`src/rtl/ifft_twiddle_sequencer.sv`:
```
// ifft_twiddle_sequencer: frame and twiddle-address controller for a radix-2 SDF IFFT.
// Tracks frame boundaries on the input stream, keeps one sample counter per SDF stage,
// drives each stage's twiddle ROM address / multiply-bypass select, and commands a
// zero-injection drain after the last sample of a frame.
// Optional feature: define SYNC_CHECK_EN to resync on a misaligned in_first while running.
module ifft_twiddle_sequencer #(
  parameter int unsigned NFFT         = 128,
  parameter int unsigned STAGES       = $clog2(NFFT),
  parameter int unsigned AW           = $clog2(NFFT / 2),
  parameter int unsigned DRAIN_CYCLES = 127
) (
  input  logic                 clk,
  input  logic                 rst_n,
  input  logic                 in_valid,
  input  logic                 in_first,
  input  logic [STAGES-1:0]    stage_valid,
  output logic [STAGES*AW-1:0] tw_addr,
  output logic [STAGES-1:0]    tw_sel,
  output logic                 drain,
  output logic                 busy,
  output logic                 frame_done,
  output logic                 sync_err
);

  localparam int unsigned DW = (DRAIN_CYCLES > 1) ? $clog2(DRAIN_CYCLES) : 1;

  typedef enum logic [1:0] {StIdle, StRun, StDrain} state_e;

  state_e            state_q, state_d;
  logic [STAGES-1:0] frame_cnt_q, frame_cnt_d;
  logic [DW-1:0]     drain_cnt_q, drain_cnt_d;
  logic              start;
  logic              resync;
  logic              drain_last;

  logic [STAGES-1:0] stage_cnt_q [STAGES];
  logic [AW-1:0]     addr_q      [STAGES];
  logic [AW-1:0]     addr_nxt    [STAGES];

  assign start      = in_valid & in_first;
  assign drain_last = (drain_cnt_q == DW'(DRAIN_CYCLES - 1));

`ifdef SYNC_CHECK_EN
  // A new frame marker mid-frame restarts the frame and realigns every stage counter.
  assign resync = (state_q == StRun) && start && (frame_cnt_q != '0);
`else
  assign resync = 1'b0;
`endif

  // State and frame/drain counter registers
  always_ff @(posedge clk or negedge rst_n) begin
    if (!rst_n) begin
      state_q     <= StIdle;
      frame_cnt_q <= '0;
      drain_cnt_q <= '0;
    end else begin
      state_q     <= state_d;
      frame_cnt_q <= frame_cnt_d;
      drain_cnt_q <= drain_cnt_d;
    end
  end

  // Next-state and counter update logic
  always_comb begin
    state_d     = state_q;
    frame_cnt_d = frame_cnt_q;
    drain_cnt_d = drain_cnt_q;
    case (state_q)
      StIdle: begin
        if (start) begin
          state_d     = StRun;
          frame_cnt_d = STAGES'(1);
        end
      end
      StRun: begin
        if (resync) begin
          frame_cnt_d = STAGES'(1);
        end else if (in_valid) begin
          frame_cnt_d = frame_cnt_q + STAGES'(1);
          // Last sample of the frame: frame counter is at NFFT-1 before the increment
          if (frame_cnt_q == '1) begin
            state_d     = StDrain;
            drain_cnt_d = '0;
          end
        end
      end
      StDrain: begin
        if (start) begin
          state_d     = StRun;
          frame_cnt_d = STAGES'(1);
        end else begin
          drain_cnt_d = drain_cnt_q + DW'(1);
          if (drain_last) begin
            state_d = StIdle;
          end
        end
      end
      default: state_d = StIdle;
    endcase
  end

  // Status outputs decoded from the registered state
  always_comb begin
    busy       = (state_q != StIdle);
    drain      = (state_q == StDrain) && !start;
    frame_done = (state_q == StDrain) && (start || drain_last);
    sync_err   = resync;
  end

  // Twiddle address per stage: low counter bits below the half-segment bit, scaled by 2^s
  always_comb begin
    for (int s = 0; s < int'(STAGES); s++) begin
      addr_nxt[s] = AW'(stage_cnt_q[s] << s);
    end
  end

  // Stage counters and registered twiddle address/select
  always_ff @(posedge clk or negedge rst_n) begin
    if (!rst_n) begin
      tw_sel <= '0;
      for (int s = 0; s < int'(STAGES); s++) begin
        stage_cnt_q[s] <= '0;
        addr_q[s]      <= '0;
      end
    end else begin
      for (int s = 0; s < int'(STAGES); s++) begin
        if (stage_valid[s]) begin
          addr_q[s] <= addr_nxt[s];
          tw_sel[s] <= stage_cnt_q[s][STAGES-1-s];
        end
        if (resync) begin
          stage_cnt_q[s] <= '0;
        end else if (stage_valid[s]) begin
          stage_cnt_q[s] <= stage_cnt_q[s] + STAGES'(1);
        end
      end
    end
  end

  // Pack per-stage addresses onto the flat output bus
  always_comb begin
    tw_addr = '0;
    for (int s = 0; s < int'(STAGES); s++) begin
      tw_addr[s*AW +: AW] = addr_q[s];
    end
  end

endmodule
```
`config.mk`:
```
export PLATFORM = sky130hd
export DESIGN_NAME = ifft_twiddle_sequencer
export DESIGN_NICKNAME = d
export VERILOG_FILES = /design/src/rtl/ifft_twiddle_sequencer.sv
export SDC_FILE = /design/constraint.sdc
export NUM_CORES = 1
export LEC_CHECK = 0
export CAP_MARGIN = 25
export CORE_ASPECT_RATIO = 1.2
export CORE_MARGIN = 3
export CORE_UTILIZATION = 45
export DETAILED_ROUTE_END_ITERATION = 8
export GPL_TIMING_DRIVEN = 1
export PLACE_DENSITY = 0.67
export SYNTH_ARGS = -nofsm -noshare
export SYNTH_HDL_FRONTEND = slang
export SYNTH_SLANG_ARGS = --single-unit
```
`constraint.sdc`:
```
create_clock -name clk -period 2 [get_ports clk]
set_clock_uncertainty 0.2 [all_clocks]
set_input_delay 0.4 -clock clk [delete_from_list [all_inputs] [get_ports clk]]
set_output_delay 0.4 -clock clk [all_outputs]
set_load 0.02 [all_outputs]
```
[Yosys cells after proc, flatten, opt, wreduce, memory -nomap -nowiden]
Cells that the tools add are included.
Widths: inputs -> output; s select.
Storage, ports and cells
  register bits after elaboration: 93
  input bits: 11
  output and inout port bits: 53
  word-level logic and storage cells: 68
Operators by class
  add/sub/neg operators: 9
  equal/unequal tests: 10
  mux-type cells: 13
  bitwise logic cells: 1
  reduce and logical (&&, ||, !) cells: 12
Operator list (number)
  $add 7x1->7 const B: 9
  $mux 7: 5
  $pmux 7 s2: 2
  $eq 7x7->1 const B: 2
  $mux 2: 5
  $ne 2x2->1 const B: 4
  $reduce_and 4->1: 2
  $pmux 2 s3: 1
  $reduce_bool 2->1: 3
  $ne 3x3->1 const B: 1
  $reduce_and 3->1: 1
  $eq 2x1->1 const B: 1
  $eq 2x2->1 const B: 1
  $logic_and 1x1->1: 2
  $logic_not 2->1: 1
  $ne 2x1->1 const B: 1
  $reduce_or 2->1: 1
  $and 1x1->1: 1
  $logic_not 1->1: 1
  $logic_or 1x1->1: 1

[Depth between registers and ports, before layout]
Gate-level depths: netlist (run 1).
  depth after elaboration: 4
  mapped depth: 7
  depth with buffers taken out: 5

[Worst setup path before layout (run 1)]
Ideal clock, no wire load.
  kind: flip-flop to output port
  from: reg drain_cnt_q[2]
  to: out frame_done
  data arrival time: 1.164 ns
  data required time: 1.400 ns
  slack: 0.236 ns
  cell stages (with the launch flop): 5
  buffers on the path: 0
  path through: dfrtp_1 -> nand3_1 -> nor2_1 -> nand3_1 -> a21oi_1
Between the ends
  longest elaborated chain between the ends: 3
RTL lines
  from (decl): RTL line 31  | logic [DW-1:0] drain_cnt_q, drain_cnt_d;
  from (signal assigned): RTL line 59  | drain_cnt_q <= drain_cnt_d;
  $eq 7x7->1: RTL line 41  | assign drain_last = (drain_cnt_q == DW'(DRAIN_CYCLES - 1));
  $logic_or 1x1->1: RTL line 106  | frame_done = (state_q == StDrain) && (start || drain_last);
  $logic_and 1x1->1: RTL line 106
  to (decl): RTL line 21  | output logic frame_done,
Every way passes these cells.

[Final worst setup path (run 1)]
  from: reg state_q[1]
  to: out busy
Between the ends
  longest elaborated chain between the ends: 1
RTL lines
  from (decl): RTL line 29  | state_e state_q, state_d;
  from (signal assigned): RTL line 53  | state_q <= StIdle;
  from (signal assigned): RTL line 57  | state_q <= state_d;
  $reduce_bool 2->1: RTL line 104  | busy = (state_q != StIdle);
  to (decl): RTL line 20  | output logic busy,
Every way passes these cells.

==> flow_summary.json, run 1 <==
{
  "grt_first_pass_wirelength_um": 9052,
  "numCtsBuffers": 9,
  "synth_top_area_share_pct": 55.73,
  "finalSetupTns_ns": 0,
  "whs_path_depth": 1,
  "min_period_ns": 1.925,
  "status": "completed",
  "grt_util_all_layers_pct": 13.55,
  "fmax_mhz": 519.6,
  "required_ns": 1.40,
  "gr-total-overflow": 0,
  "ant_nets": 0,
  "dr_wl_met2_um": 2543,
  "holdWs_ns": 0.2646,
  "worst-path-buf-inv": 1,
  "cp_cell_sequence": "or2_2 > clkdlybuf4s15_1",
  "hold_viol": 0,
  "arrival_ns": 1.32,
  "grt_pass1_vias": 2039,
  "synth_cells": 255,
  "setup.worst_path.end_class": "output pin",
  "cp_num_cells": 2,
  "met3WireLength_um": 234,
  "cts.sinks": 72,
  "fp.dieArea_sq_mm": 0.008242,
  "min_period_over_period_pct": 96.24,
  "peakVddDrop_uv": 813.2,
  "h-tree-depth": 3,
  "n_antenna_cell": 0,
  "p_per_area_mw_per_mm2": 1397,
  "fp.dieW_um": 83.38,
  "finalMaxSlewViolations": 0,
  "wl_met1_um": 2406,
  "fp-row-count": 33,
  "io_pins": 64,
  "remaining_drc_errors": 0,
  "top_layer_used": "met4",
  "start_util_pct": 46.89,
  "gp_congestion": 0.7469,
  "clkLatencyLatePin_ns": 0.33,
  "hold_path_class": "flop to flop",
  "drt_iter0_drc": 68,
  "final_nets": 335,
  "cts_root_buf": "clkbuf_8",
  "fillers": 602,
  "ys_types": 35,
  "vias_per_cell": 4.843,
  "final_layout_size_suffix_gt1_share_pct": 25.23,
  "critical-path-top-delay-family": "flip-flops",
  "hpwl_um": 3671,
  "core-area_sq_mm": 0.006895,
  "yosysWarnings": 0,
  "grt_max_degree": 44,
  "vias": 1976,
  "leakagePower_uw": 0.001750,
  "clockBufferDepth": 2,
  "cts_tree": "done",
  "yosysSeqAreaShare_pct": 55.73,
  "setup_viol": 0,
  "wl_per_cell_um": 12.83,
  "cp-start-kind": "flop",
  "path_max_fanout": 5,
  "slew_headroom_pct": 62.44,
  "reg2reg_depth": 5,
  "syn_area_per_cell_sq_um": 12.68,
  "clk_pin_slew_worst_paths_ns": 0.07,
  "antenna_found_initial": 0,
  "synthToLayoutAreaGrowth_pct": 23.22,
  "dr.pass1.iters": 3,
  "finalWirelength_um": 5234,
  "critPathKind": "flop to output pin",
  "drv_cap": 0,
  "die-height_um": 98.85,
  "rsz0062_at_grt": "true",
  "synth_area_sq_mm": 0.003233,
  "synthTopCellsByArea": "dfrtp_1 (56%), mux2_2 (11%), xnor2_1 (5.4%)",
  "yosys.area.top_type": "dfrtp_1",
  "post_cts_buffers": 0,
  "worst_pin_slew_ns": 0.5634,
  "port_buffers": 41,
  "ys_ff_latch": 72,
  "cpPeakStageDelay_ns": 0.44,
  "cp_slowest_cell": "dfrtp_2"
}
repair_timing:
item / CTS / global route
endpoints found under the hold margin: 41 / 0
endpoints found under the setup margin: 3 / 3
gates resized for setup: 9 / 9
hold buffers: 1 / 0
pin swaps: 0 / 3
per-layer routing:
layer  vias to the layer above  global-route usage (%)
li1                        955                       -
met1                       977                   17.28
met2                        38                   21.42
met3                         6                   4.264
met4                         0                   5.660
met5                         -                       0
placed cells by master, fill, tap and decap left out, types with 2 or more instances in the layout:
cell / n
mux2i_1: 2
o211ai_2: 2
o31ai_1: 2
nor2_1: 9
mux2_2: 32
xor2_1: 8
xnor2_1: 20
nand2b_1: 2
a211oi_1: 3
conb_1: 22
clkinv_2: 2
clkdlybuf4s50_1: 37
clkbuf_8: 11
inv_1: 4
nand3_2: 2
o21ai_0: 4
nand2_1: 15
nand4_1: 11
nand3_1: 8
a21oi_1: 3
buf_4: 20
dfrtp_1: 71
ha_1: 8
clkbuf_1: 2
state kept, by name, summed over array words and instances, names as in the netlist:
signal / count
tw_addr: 21
frame_cnt_q: 7
stage_cnt_q: 7
addr_nxt: 21
drain_cnt_q: 7
state_q: 2
tw_sel: 7
path summary, 6_finish.rpt:
check	slack [ns]	end	from
worst min-delay path	0.26	stage_cnt_q[0]$_DFFE_PN0P_	stage_cnt_q[0]$_DFFE_PN0P_
worst max-delay path	0.08	busy	state_q[1]$_DFFE_PN0P_
max in group asynchronous	0.67	tw_addr[22]$_DFFE_PN0P_	rst_n
worst min register to register	0.26	stage_cnt_q[0]$_DFFE_PN0P_	stage_cnt_q[0]$_DFFE_PN0P_
min in group asynchronous	0.39	frame_cnt_q[1]$_DFFE_PN0P_	rst_n
worst max register to register	0.35	drain_cnt_q[5]$_DFFE_PN0P_	frame_cnt_q[0]$_DFFE_PN0P_
report_power, final:
part	total [uW]	switching, uW	internal [uW]
Clock	1140	499	642
Combinational	1880	834	1040
Sequential	2550	467	2080
layout make-up:
class                           instances  area [sq um]  area share, %
Clock buffer                           13         158.9          3.989
Clock inverter                          3         40.04          1.005
Inverter                                4         15.01         0.3769
Multi-Input combinational cell        168          1292          32.44
Sequential cell                        72          1803          45.26
Tap cell                               87         108.9          2.732
Timing Repair Buffer                   61         565.5          14.20
logic make-up (layout without fill, tap and decap cells):
kind of cell	count (synthesis)	after routing	share of synthesized area [%]
compound gates	22	22	5.767
buf+inv	36	81	7.469
flops	72	72	55.73
other cells	1	22	0.1160
xor+xnor	28	28	7.585
fa+ha+maj	8	8	3.096
mux	34	34	11.76
simple gates	54	54	8.476
per-stage QoR:
step,worst slack [ns],total power [uW],util (%),instance area (sq um),std cells
3_5_place_dp,-0.3353,4480,54.49,3757,391
4_1_cts,0.003196,5652,57.47,3963,408
2_1_floorplan,0.2360,3660,-,3312,276
5_1_grt,-0.02676,5945,57.78,3984,408
6_report,0.07527,5563,57.78,3984,408
3_3_place_gp,-0.3149,4414,54.49,3757,391
cell usage after synthesis:
library cell,count
a211oi_1,3
a21bo_1,1
a21boi_0,1
a21oi_1,4
a41o_1,1
and2b_1,1
and3_1,1
buf_1,1
buf_2,1
buf_4,22
buf_6,3
clkbuf_1,5
conb_1,1
dfrtp_1,72
ha_1,8
inv_1,4
mux2_2,32
mux2i_1,2
nand2_1,16
nand2b_1,2
nand2b_4,1
nand3_1,10
nand4_1,11
nor2_1,10
o211ai_2,2
o21a_1,1
o21ai_0,4
o22ai_1,1
o311ai_4,1
o31ai_1,2
o41ai_2,1
or2_2,1
or3_4,1
xnor2_1,20
xor2_1,8
Power figures use the tool's default switching activity.
==> inputs of run 2 (changes only) <==
- PLACE_DENSITY: 0.67 -> 0.78
==> run 2 against run 1 <==
Against the previous run: final cell count increased by 1.2%; fmax decreased by 1.5%; critical path depth increased by 3; die area unchanged; sequential share of layout area decreased by 0.73 points; via count increased by 1.9%; clock power increased by 13%; core utilization increased by 0.91 points; worst setup slack got worse by 0.029 ns; sequential power about the same; sequential cell count unchanged.
==> flow_summary.json, run 2 (synthesis gave the netlist of run 1 again) <==
{
  "status": "completed",
  "gp_congestion": 0.8507,
  "arrival_ns": 1.35,
  "min_period_ns": 1.954,
  "final_nets": 340,
  "vias_per_cell": 4.877,
  "path_max_fanout": 2,
  "gr-total-overflow": 0,
  "mostFrequentLayoutCells": "dfrtp_1 (72), clkdlybuf4s50_1 (37), mux2_2 (32), buf_4 (24), conb_1 (22)",
  "die-height_um": 98.85,
  "fp.dieW_um": 83.38,
  "setup.worst_path.end_class": "output pin",
  "worstHoldStart": "stage_cnt_q[0]$_DFFE_PN0P_",
  "finalMaxSlewViolations": 0,
  "clk_pin_slew_worst_paths_ns": 0.08,
  "vias": 2014,
  "setup_ws_ns": 0.04611,
  "wl_per_cell_um": 13.04,
  "design_area_sq_mm": 0.004046,
  "start_util_pct": 46.89,
  "peakVddDrop_uv": 721.3,
  "reg2reg_depth": 6,
  "cp_cell_sequence": "nand3_2 > nor2_4 > nand3_2 > a21oi_1 > buf_4",
  "leakagePower_uw": 0.001783,
  "crit-reg2reg-capture": "frame_cnt_q[4]$_DFFE_PN0P_",
  "hpwl_um": 3856,
  "dp_slack_ns": -0.3531,
  "hold_path_class": "flop to flop",
  "hold_viol": 0,
  "multi_input_area_sq_mm": 0.001289,
  "antenna_found_initial": 0,
  "core-area_sq_mm": 0.006895,
  "final_layout_size_suffix_gt1_share_pct": 26.07,
  "fp-row-count": 33,
  "grt_max_degree": 73,
  "n_antenna_cell": 0,
  "final_common_cell": "dfrtp_1",
  "fmax_mhz": 511.8,
  "numCtsBuffers": 9,
  "p_per_area_mw_per_mm2": 1415,
  "cpPeakStageDelay_ns": 0.38,
  "hold_path_end": "stage_cnt_q[0]$_DFFE_PN0P_",
  "min_period_over_period_pct": 97.69,
  "whs_path_depth": 1,
  "rrSetupSlack_ns": 0.23,
  "cp_slowest_cell": "dfrtp_1",
  "cts_tree": "done",
  "worst-path-buf-inv": 1,
  "grt_first_pass_wirelength_um": 9239,
  "dr.pass1.iters": 4,
  "placedCellCount": 391,
  "placed_area_sq_mm": 0.003755,
  "finalSetupTns_ns": 0,
  "finalNonFillerCells": 413,
  "cts.sinks": 72,
  "drv_cap": 0,
  "clkLatencyLatePin_ns": 0.34,
  "grt_pass1_vias": 2063,
  "r2r-start": "state_q[0]$_DFFE_PN0P_",
  "required_ns": 1.40,
  "finalWirelength_um": 5384,
  "seq_area_sq_mm": 0.001802,
  "grt_util_all_layers_pct": 13.96,
  "setup_viol": 0,
  "critical-path-top-delay-family": "flip-flops",
  "fillers": 593,
  "remaining_drc_errors": 0,
  "cpMostUsedCell": "nand3_2",
  "synthToLayoutAreaGrowth_pct": 25.15,
  "io_pins": 64,
  "port_buffers": 41,
  "drt_iter0_drc": 56,
  "ant_nets": 0,
  "h-tree-depth": 3,
  "critPathKind": "flop to output pin",
  "fp.dieArea_sq_mm": 0.008242,
  "cts_root_buf": "clkbuf_8",
  "cp-start-kind": "flop",
  "clockBufferDepth": 2
}
## run 2: where the power goes
part | internal [uW] | switching (uW) | total [uW]
registers | 2080 | 477 | 2560
clock network | 773 | 514 | 1290
logic | 1040 | 841 | 1880
total | 3890 | 1830 | 5730
## run 2: worst max-delay path by stage
stage                                           from          to  slack (ns)  cells past startpoint
final                     drain_cnt_q[2]$_DFFE_PN0P_  frame_done        0.05                      5
after global routing      drain_cnt_q[2]$_DFFE_PN0P_  frame_done       -0.01                      5
after CTS                 drain_cnt_q[5]$_DFFE_PN0P_  frame_done       0.005                      5
after detailed placement                    in_valid  frame_done       -0.35                      4
after global placement                      in_valid  frame_done       -0.32                      4
after floorplan           drain_cnt_q[2]$_DFFE_PN0P_  frame_done        0.24                      4
## run 2: what timing repair did
item	CTS	global route
hold buffers	1	0
pin swaps	1	3
endpoints found under the hold margin	72	0
gates resized for setup	11	5
endpoints found under the setup margin	3	3
setup buffers	0	5
## run 2: stage by stage
step	util [%]	total power, uW	hold WS [ns]
after CTS	57.99	5823	0.2695
after global placement	54.45	4409	0.2501
after global routing	58.68	6086	0.2911
after detailed placement	54.45	4498	0.2566
final	58.68	5726	0.2618
after floorplan	-	3660	-0.09559
## run 2: layer usage
| layer | wire length [um] | track usage, % | part of all wire (%) | vias up |
|---|---|---|---|---|
| met3 | 258 | 4.264 | 4.8 | 13 |
| li1 | - | - | - | 957 |
| met1 | 2289 | 15.87 | 43 | 996 |
| met4 | 89 | 7.421 | 1.7 | 0 |
| met5 | 0 | 0 | 0 | - |
| met2 | 2747 | 23.58 | 51 | 48 |
## run 2: layout make-up
| class | count | area share, % |
|---|---|---|
| Multi-Input combinational cell | 168 | 31.85 |
| Sequential cell | 72 | 44.53 |
| Tap cell | 87 | 2.690 |
| Clock inverter | 4 | 1.886 |
| Timing Repair Buffer | 66 | 14.84 |
| Inverter | 4 | 0.3711 |
| Clock buffer | 12 | 3.834 |
